### src/rtl/adat_pkg.sv
// adat_pkg: shared state encoding, frame-layout constants and default
// parameters for the ADAT frame deframer.
package adat_pkg;

    typedef enum logic [2:0] {
        HUNT,
        USER,
        SEP,
        NIBBLE,
        GAP
    } state_t;

    localparam int unsigned NIBBLE_BITS      = 4;
    localparam int unsigned USER_BITS        = 4;
    localparam int unsigned ZERO_CNT_W       = 4;

    localparam int unsigned DEF_SYNC_ZEROS   = 10;
    localparam int unsigned DEF_CHANNELS     = 8;
    localparam int unsigned DEF_SAMPLE_WIDTH = 24;

endpackage

### src/rtl/adat_sync_detector.sv
// adat_sync_detector: saturating count of consecutive 0 bits plus the
// "enough zeros, then a 1" sync qualifier used while hunting and in the gap.
module adat_sync_detector
    import adat_pkg::*;
#(
    parameter int unsigned SYNC_ZEROS = DEF_SYNC_ZEROS
) (
    input  logic clk,
    input  logic rst,
    input  logic step,
    input  logic data,
    input  logic clear,
    input  logic preset,
    output logic sync_hit,
    output logic run_done
);

    logic [ZERO_CNT_W-1:0] zero_cnt;

    assign sync_hit = data && (zero_cnt >= ZERO_CNT_W'(SYNC_ZEROS));
    // True when the current 0 bit is the one that completes the sync run.
    assign run_done = !data && (zero_cnt == ZERO_CNT_W'(SYNC_ZEROS - 1));

    always_ff @(posedge clk) begin
        if (rst || clear) begin
            zero_cnt <= '0;
        end else if (preset) begin
            zero_cnt <= ZERO_CNT_W'(1);
        end else if (step) begin
            if (data)
                zero_cnt <= '0;
            else if (zero_cnt != '1)
                zero_cnt <= zero_cnt + 1'b1;
        end
    end

endmodule

### src/rtl/adat_frame_deframer.sv
// adat_frame_deframer: parses the decoded ADAT bit stream into user bits and
// serialised per-channel samples, and tracks frame lock.
module adat_frame_deframer
    import adat_pkg::*;
#(
    parameter int unsigned SYNC_ZEROS   = DEF_SYNC_ZEROS,
    parameter int unsigned CHANNELS     = DEF_CHANNELS,
    parameter int unsigned SAMPLE_WIDTH = DEF_SAMPLE_WIDTH
) (
    input  logic                        clk_x4_i,
    input  logic                        rst_i,
    input  logic                        tick_ni,
    input  logic                        data_i,
    input  logic                        valid_i,
    input  logic                        sync_i,
    output logic [SAMPLE_WIDTH-1:0]     sample_o,
    output logic [$clog2(CHANNELS)-1:0] channel_o,
    output logic                        sample_valid_o,
    output logic [3:0]                  user_o,
    output logic                        frame_done_o,
    output logic                        frame_error_o,
    output logic                        locked_o
);

    localparam int unsigned GROUPS = SAMPLE_WIDTH / NIBBLE_BITS;
    localparam int unsigned CH_W   = $clog2(CHANNELS);
    localparam int unsigned GRP_W  = (GROUPS > 1) ? $clog2(GROUPS) : 1;
    localparam int unsigned NIB_W  = $clog2(NIBBLE_BITS);
    localparam int unsigned USR_W  = $clog2(USER_BITS);

    state_t                  state_q, state_d;
    logic                    step, sync_q;
    logic                    sync_hit, run_done;
    logic                    cnt_step, cnt_clear, cnt_one;
    logic                    start, user_load, emit, done, err;
    logic [USR_W-1:0]        user_cnt;
    logic [USER_BITS-1:0]    user_sr;
    logic [NIB_W-1:0]        nib_cnt;
    logic [GRP_W-1:0]        grp_cnt;
    logic [CH_W-1:0]         chan;
    logic [SAMPLE_WIDTH-1:0] sample_sr, sample_next;

    assign step        = !tick_ni && valid_i && sync_i;
    assign sample_next = {sample_sr[SAMPLE_WIDTH-2:0], data_i};

    adat_sync_detector #(.SYNC_ZEROS(SYNC_ZEROS)) u_sync (
        .clk      (clk_x4_i),
        .rst      (rst_i),
        .step     (cnt_step),
        .data     (data_i),
        .clear    (cnt_clear),
        .preset   (cnt_one),
        .sync_hit (sync_hit),
        .run_done (run_done)
    );

    always_comb begin
        state_d   = state_q;
        cnt_step  = 1'b0;
        cnt_clear = 1'b0;
        cnt_one   = 1'b0;
        start     = 1'b0;
        user_load = 1'b0;
        emit      = 1'b0;
        done      = 1'b0;
        err       = 1'b0;
        // Loss of decoder lock overrides everything; only its falling edge errors.
        if (!sync_i) begin
            state_d   = HUNT;
            cnt_clear = 1'b1;
            err       = sync_q && (state_q != HUNT);
        end else if (step) begin
            case (state_q)
                HUNT: begin
                    cnt_step = 1'b1;
                    if (sync_hit) begin
                        state_d = USER;
                        start   = 1'b1;
                    end
                end
                USER: begin
                    if (user_cnt == USR_W'(USER_BITS - 1)) begin
                        state_d   = SEP;
                        user_load = 1'b1;
                    end
                end
                SEP: begin
                    if (data_i) begin
                        state_d = NIBBLE;
                    end else begin
                        state_d = HUNT;
                        err     = 1'b1;
                        cnt_one = 1'b1;
                    end
                end
                NIBBLE: begin
                    if (nib_cnt == NIB_W'(NIBBLE_BITS - 1)) begin
                        state_d = SEP;
                        if (grp_cnt == GRP_W'(GROUPS - 1)) begin
                            emit = 1'b1;
                            if (chan == CH_W'(CHANNELS - 1))
                                state_d = GAP;
                        end
                    end
                end
                GAP: begin
                    cnt_step = 1'b1;
                    if (data_i) begin
                        if (sync_hit) begin
                            state_d = USER;
                            start   = 1'b1;
                        end else begin
                            state_d = HUNT;
                            err     = 1'b1;
                        end
                    end else if (run_done) begin
                        done = 1'b1;
                    end
                end
                default: state_d = HUNT;
            endcase
        end
    end

    always_ff @(posedge clk_x4_i) begin
        if (rst_i) begin
            state_q        <= HUNT;
            sync_q         <= 1'b0;
            user_cnt       <= '0;
            user_sr        <= '0;
            nib_cnt        <= '0;
            grp_cnt        <= '0;
            chan           <= '0;
            sample_sr      <= '0;
            sample_o       <= '0;
            channel_o      <= '0;
            sample_valid_o <= 1'b0;
            user_o         <= '0;
            frame_done_o   <= 1'b0;
            frame_error_o  <= 1'b0;
            locked_o       <= 1'b0;
        end else begin
            state_q        <= state_d;
            sync_q         <= sync_i;
            sample_valid_o <= emit;
            frame_done_o   <= done;
            frame_error_o  <= err;
            if (err || !sync_i)
                locked_o <= 1'b0;
            else if (done)
                locked_o <= 1'b1;
            if (start)
                user_cnt <= '0;
            if (step && state_q == USER) begin
                user_cnt <= user_cnt + 1'b1;
                user_sr  <= {user_sr[USER_BITS-2:0], data_i};
            end
            if (user_load) begin
                user_o  <= {user_sr[USER_BITS-2:0], data_i};
                nib_cnt <= '0;
                grp_cnt <= '0;
                chan    <= '0;
            end
            if (step && state_q == NIBBLE) begin
                sample_sr <= sample_next;
                nib_cnt   <= nib_cnt + 1'b1;
                if (nib_cnt == NIB_W'(NIBBLE_BITS - 1))
                    grp_cnt <= (grp_cnt == GRP_W'(GROUPS - 1)) ? '0 : grp_cnt + 1'b1;
            end
            if (emit) begin
                sample_o  <= sample_next;
                channel_o <= chan;
                chan      <= chan + 1'b1;
            end
        end
    end

endmodule

### config.mk
export PLATFORM = sky130hd
export DESIGN_NAME = adat_frame_deframer
export DESIGN_NICKNAME = d
export VERILOG_FILES = /design/src/rtl/adat_pkg.sv /design/src/rtl/adat_sync_detector.sv /design/src/rtl/adat_frame_deframer.sv
export SDC_FILE = /design/constraint.sdc
export NUM_CORES = 1
export LEC_CHECK = 0
export ABC_CLOCK_PERIOD_IN_PS = 3380
export BUFFER_PORTS_ARGS = -buffer_cell sky130_fd_sc_hd__buf_4
export CAP_MARGIN = 10
export CORE_AREA = 2 2 123 89
export DETAILED_ROUTE_END_ITERATION = 8
export DIE_AREA = 0 0 125 91
export MAX_ROUTING_LAYER = met4
export PLACE_DENSITY = 0.55
export SLEW_MARGIN = 10
export SYNTH_ARGS = -nofsm -noshare
export SYNTH_HDL_FRONTEND = slang
export SYNTH_HIERARCHICAL = 1
export SYNTH_SLANG_ARGS = --single-unit
### constraint.sdc
create_clock -name clk_x4_i -period 3.38 [get_ports clk_x4_i]
set_input_delay 0.338 -clock clk_x4_i [delete_from_list [all_inputs] [get_ports clk_x4_i]]
set_output_delay 0.338 -clock clk_x4_i [all_outputs]
set_load 0.005 [all_outputs]
==> flow_summary.json, run 1 <==
{
  "outcome": "complete, no violations",
  "gp_congestion": 0.757,
  "place_area_um2": 3560,
  "cts_setup_buffers": 0,
  "drv_cap": 0,
  "async_flop_share": 0,
  "num_vias": 2611,
  "synth_ff_type": "dfxtp_1",
  "die_width_um": 125,
  "design_area_um2": 3830,
  "critical-path-max-stage-delay_ns": 0.83,
  "clock_latency_ns": 0.34,
  "end_kind": "flop",
  "synth_seq_cells": 79,
  "cts-buffers-inserted": 9,
  "synth_area_leaders": "dfxtp_1 49%, nand2_1 14%, a21oi_1 10%",
  "cts_max_level": 3,
  "slowest_stage": "or3_1",
  "combPwrFrac": 0.019,
  "drt_wl_total_um": 7100,
  "min_path_type": "in -> reg",
  "path_cells": "nand4b_2, or3_1, nand4b_1, o31ai_2",
  "swShare": 0.212,
  "seqPwrFrac": 0.507,
  "antenna_found_initial": 0,
  "drt-vias-per-instance": 4.74,
  "ys_seq_area_frac": 0.492,
  "io_pins": 41,
  "cp.buffers_inverters": 0,
  "met1_usage": 0.181,
  "clkPwrFrac": 0.474,
  "critPathKind": "reg -> reg",
  "finClkSkew_ns": 0.00669,
  "core-area_um2": 10200,
  "top_usage_layer": "met2",
  "power_leakage_nw": 1.42,
  "postRouteAntennaNets": 0,
  "cts_resized": 0,
  "cts_buffer_depth": 2,
  "p_switching_mw": 0.391,
  "setup_violations": 0,
  "cts_tree": "done",
  "row_count": 31,
  "area_growth_pct": 19.2,
  "grt_pass1_vias": 2511,
  "crit_family": "simple AND/OR/NAND/NOR gates",
  "fin_tns_setup_ns": 0,
  "grt_use_total": 0.137,
  "p_per_area_nw_per_um2": 481,
  "finalCritPeriodShare": 0.674,
  "place_hpwl_um": 4520,
  "fp.dieArea_um2": 11400,
  "cp-start-kind": "flop",
  "finish.net_count": 428,
  "cts_sinks": 79,
  "layout-drive-gt1-share": 0.160,
  "grtUsageMet3": 0.0418,
  "yosysTopAreaCell": "dfxtp_1",
  "max_freq_mhz": 439,
  "synth_top_area_share": 0.492,
  "port_buffers": 40,
  "yosysWarnings": 6,
  "p_int_mw": 1.45,
  "grt_pass1_wl_um": 12200,
  "ctsHoldBuffers": 0,
  "post-route-min-period_ns": 2.28,
  "clk_pin_slew_ns": 0.06,
  "hold_viol_final": 0,
  "n_antenna_cell": 0,
  "final_util": 0.377,
  "critPathArrivalTime_ns": 2.47,
  "wl_per_cell_um": 12.9,
  "rsz0062_at_grt": "no",
  "slew_viol_final": 0,
  "syn_avg_cell_area_um2": 8.26,
  "synth_edf_count": 0,
  "grt_use_met2": 0.192,
  "drt-initial-drc-count": 133,
  "cts-root-buf": "clkbuf_16",
  "grt_start_max_net_pins": 78,
  "critPathRequiredTime_ns": 3.57,
  "start_util": 0.316,
  "syn-cell-area_um2": 3210,
  "first_pass_iters": 4,
  "die_h_um": 91,
  "synth_cells": 389,
  "ir_worst_vdd_v": 0.000239,
  "yosysUniqueCellTypes": 42,
  "syn-num-nets": 402,
  "drc": 0,
  "cp_max_fo": 32,
  "grt_remaining_overflow": 0,
  "tightest_slew_ns": 1.10,
  "relSlewSlack": 0.268
}
==> final timing paths <==
| path | depth (start not counted) | to | from | slack (ns) |
|---|---|---|---|---|
| max | 4 | chan[0] | state_q[1] | 1.10 |
| min | 3 | u_sync/zero_cnt[0] | sync_i | 0.35 |
| max reg2reg | 4 | chan[0] | state_q[1] | 1.10 |
| min reg2reg | 2 | sample_o[1] | sample_o[1] | 0.45 |
==> state kept, by name, indices dropped and copies added, names as in the netlist, 4 cells and up <==
register	cells
sample_o	24
sample_sr	23
u_sync/zero_cnt	4
user_o	4
==> metrics by stage <==
stage | setup WS (ns) | hold WS, ns | power, mW | cells
floorplan | 1.52 | 0.411 | 0.975 | 389
global placement | 1.12 | 0.447 | 0.988 | 536
detailed placement | 1.03 | 0.447 | 0.989 | 536
CTS | 1.04 | 0.323 | 1.88 | 551
global route | 0.760 | 0.356 | 1.92 | 551
finish | 1.10 | 0.354 | 1.84 | 551
==> synth_stat cells (all sizes together), types with 2 or more instances <==
cell and count:
nand2 118, nand3b 2, clkbuf 11, o41ai 2, o21ai 3, inv 6, nand4b 8, o31ai 4
nand2b 4, nor3b 2, dfxtp 79, nor2 15, nor2b 2, a31oi 3, or3 4, or4 3
nand3 9, buf 16, ha 7, a211oi 2, a21oi 64, nor3 5, mux2i 7
==> cells by family after synthesis <==
group | synth area share
buf+inv | 0.0490
fa+ha+maj | 0.0272
compound gates | 0.148
mux | 0.0253
simple gates | 0.258
flops | 0.492
==> cell usage in the layout, fill, tap and decap left out, types with 3 or more instances in the layout <==
cell	instances
nand2_1	118
dfxtp_1	79
a21oi_1	64
buf_4	42
nor2_1	15
clkbuf_16	9
nand3_1	8
mux2i_1	7
ha_1	7
inv_1	6
nand4b_1	6
nor3_1	4
nand2b_1	4
or3_1	4
a31oi_1	3
o31ai_1	3
or4_1	3
o21ai_0	3
clkinv_2	3
==> area by class of cell <==
cell class,instances,area [um^2]
clock buffer,11,243
clock inverter,4,22.5
fill,1072,6330
inverter,6,22.5
multi-input combinational,277,1480
sequential,79,1580
tap,132,165
timing repair buffer,42,315
==> power groups by stage <==
stage	clock network (mW)	logic [mW]	registers (mW)
2_1_floorplan	0	0.0227	0.953
3_3_place_gp	0	0.0354	0.953
3_5_place_dp	0	0.0356	0.953
4_1_cts	0.907	0.0357	0.932
5_1_grt	0.945	0.0391	0.932
6_report	0.873	0.0355	0.933
==> worst reg2reg max path, stage by stage (launching register included) <==
cell,delay [ns]
dfxtp_1,0.66
nand4b_2,0.23
or3_1,0.83
nand4b_1,0.32
o31ai_2,0.09
==> metal layers <==
metal,up-vias,wire (um)
met1,1195,3730
met5,-,0
li1,1376,-
met3,5,218
met2,35,3080
met4,0,78
No activity file was read; power rests on OpenSTA's default activity.
==> inputs of run 2 (changes only) <==
--- a/config.mk
+++ b/config.mk
@@ -5,12 +5,13 @@
 export SDC_FILE = /design/constraint.sdc
 export NUM_CORES = 1
 export LEC_CHECK = 0
-export ABC_CLOCK_PERIOD_IN_PS = 3380
+export ABC_AREA = 1
+export ABC_CLOCK_PERIOD_IN_PS = 2300
 export BUFFER_PORTS_ARGS = -buffer_cell sky130_fd_sc_hd__buf_4
 export CAP_MARGIN = 10
-export CORE_AREA = 2 2 123 89
+export CORE_AREA = 2 2 125 90
 export DETAILED_ROUTE_END_ITERATION = 8
-export DIE_AREA = 0 0 125 91
+export DIE_AREA = 0 0 127 92
 export MAX_ROUTING_LAYER = met4
 export PLACE_DENSITY = 0.55
 export SLEW_MARGIN = 10
==> constraint.sdc (replaced) <==
create_clock -name clk_x4_i -period 2.3 [get_ports clk_x4_i]
set_input_delay 0.23 -clock clk_x4_i [delete_from_list [all_inputs] [get_ports clk_x4_i]]
set_output_delay 0.23 -clock clk_x4_i [all_outputs]
set_load 0.005 [all_outputs]
==> run 2 against run 1 <==
Effect of this change:
- final cell count up 12%
- largest cell class unchanged
- fmax rose by 30%
- routed wire length shrank 2.0%
- total power up 61%
- design area up 4.7%
==> flow_summary.json, run 2 <==
{
  "synth_area_leaders": "dfxtp_1 48%, nor2_1 14%, o21ai_0 7.7%",
  "max_freq_mhz": 571,
  "slew_viol_final": 0,
  "multi_input_area_um2": 1460,
  "yosysUniqueCellTypes": 29,
  "synth_cells": 440,
  "cts_tree": "done",
  "row_count": 32,
  "synth_seq_cells": 79,
  "num_vias": 2824,
  "die_h_um": 92,
  "cts_buffer_depth": 2,
  "critPathKind": "reg -> reg",
  "finish.net_count": 490,
  "relSlewSlack": 0.659,
  "grt_start_max_net_pins": 32,
  "grt_pass1_wl_um": 11900,
  "synth_ff_type": "dfxtp_1",
  "grt_remaining_overflow": 0,
  "critPathArrivalTime_ns": 2.02,
  "cp-start-kind": "flop",
  "p_per_area_nw_per_um2": 739,
  "place_hpwl_um": 4820,
  "regArea_um2": 1580,
  "post-route-min-period_ns": 1.75,
  "seqPwrFrac": 0.462,
  "design_area_um2": 4010,
  "top_register": "sample_o",
  "layout_common_cells": "122 x nor2_1, 79 x dfxtp_1, 51 x o21ai_0, 43 x buf_4, 41 x nand2_1",
  "finClkSkew_ns": 0.00718,
  "end_kind": "flop",
  "nFillCells": 1098,
  "io_pins": 41,
  "cp_max_fo": 7,
  "n_antenna_cell": 0,
  "combPwrFrac": 0.026,
  "drt_wl_total_um": 6960,
  "layout-drive-gt1-share": 0.154,
  "yosys.cell_count.top_type": "nor2_1",
  "drc": 0,
  "cts_setup_buffers": 0,
  "place_area_um2": 3690,
  "syn_avg_cell_area_um2": 7.50,
  "first_pass_iters": 4,
  "clock_latency_ns": 0.33,
  "fp.dieArea_um2": 11700,
  "core-area_um2": 10700,
  "port_buffers": 40,
  "area_growth_pct": 21.5,
  "antenna_found_initial": 0,
  "outcome": "complete, no violations",
  "setup_violations": 0,
  "cts_sinks": 79,
  "syn-cell-area_um2": 3300,
  "yosysWarnings": 6,
  "p_int_mw": 2.35,
  "gp_congestion": 0.821,
  "cts-root-buf": "clkbuf_16",
  "fin_tns_setup_ns": 0,
  "rsz0062_at_grt": "no",
  "async_flop_share": 0,
  "yosysTopAreaCell": "dfxtp_1",
  "reg.largest.list": "sample_o (24), sample_sr (23)",
  "clk_pin_slew_ns": 0.06,
  "ir_worst_vdd_v": 0.000366,
  "tightest_slew_ns": 0.510,
  "cts_resized": 0,
  "critPathRequiredTime_ns": 2.57,
  "p_switching_mw": 0.612,
  "largest_reg_flops": 24,
  "drt-vias-per-instance": 4.57,
  "ys_seq_area_frac": 0.479,
  "holdWs_ns": 0.197,
  "clkPwrFrac": 0.512,
  "grt_pass1_vias": 2636,
  "setup_slack_ns": 0.548,
  "start_util": 0.310,
  "postRouteAntennaNets": 0,
  "wl_per_cell_um": 11.3,
  "finalCritPeriodShare": 0.762,
  "hold_viol_final": 0,
  "min_path_type": "in -> reg",
  "drv_cap": 0,
  "ctsHoldBuffers": 0,
  "cts_max_level": 3,
  "preCtsSetupSlack_ns": 0.549,
  "synth_edf_count": 0,
  "drt-initial-drc-count": 133,
  "power_leakage_nw": 1.66,
  "synth_top_area_share": 0.479,
  "syn-num-nets": 453,
  "synth_commonest_cells": "122 x nor2_1, 79 x dfxtp_1, 51 x o21ai_0, 41 x nand2_1, 37 x inv_1",
  "layout_commonest_cell": "nor2_1",
  "cts-buffers-inserted": 9,
  "die_width_um": 127,
  "swShare": 0.207,
  "grt_use_total": 0.129
}
run 2: stage by stage:
| stage | util | total power [mW] | instances |
|---|---|---|---|
| 2_1_floorplan | - | 1.45 | 440 |
| 3_3_place_gp | 0.346 | 1.48 | 602 |
| 3_5_place_dp | 0.346 | 1.48 | 602 |
| 4_1_cts | 0.377 | 3.01 | 618 |
| 5_1_grt | 0.377 | 3.08 | 618 |
| 6_report | 0.377 | 2.96 | 618 |
run 2: cell type report:
cell class / count / area share
Tap cell: 136 / 0.0424
Sequential cell: 79 / 0.394
Inverter: 39 / 0.0378
Clock inverter: 6 / 0.0231
Timing Repair Buffer: 43 / 0.0805
Clock buffer: 10 / 0.0571
Multi-Input combinational cell: 305 / 0.365
run 2: metal layers:
metal,routed length [um],up-vias,track usage
met4,133,0,0.0568
met5,0,-,-
met3,229,10,0.0327
met1,3490,1268,0.160
met2,3110,50,0.201
li1,-,1496,-
run 2: kinds of logic after synthesis:
group	after synthesis	synth area share
AOI/OAI and AO/OA	87	0.137
adders and majority gates	7	0.0265
buffers and inverters	56	0.0777
DFF	79	0.479
and+or+nand+nor	211	0.279
run 2: worst max-delay path, cell delays in order, from the launching register on:
cell	delay, ns
dfxtp_1	0.45
ha_1	0.19
nor3_1	0.04
nor3_1	0.21
inv_1	0.11
nand3_1	0.12
nand3_1	0.08
nor2_1	0.23
nand2_1	0.10
a21oi_1	0.14
run 2: path summary, 6_finish.rpt:
kind / from / to / slack (ns) / cells after the start
setup / recovery: u_sync/zero_cnt[1] / state_q[0] / 0.55 / 9
setup reg to reg: u_sync/zero_cnt[1] / state_q[0] / 0.55 / 9
hold / removal: rst_i / user_cnt[1] / 0.20 / 2
hold reg to reg: locked_o / locked_o / 0.45 / 2
run 2: power groups by stage:
stage	clock, mW	combinational [mW]	sequential [mW]
after global routing	1.63	0.0872	1.37
after detailed placement	0	0.0775	1.40
after global placement	0	0.0775	1.40
final	1.52	0.0769	1.37
after CTS	1.57	0.0776	1.37
after floorplan	0	0.0499	1.40
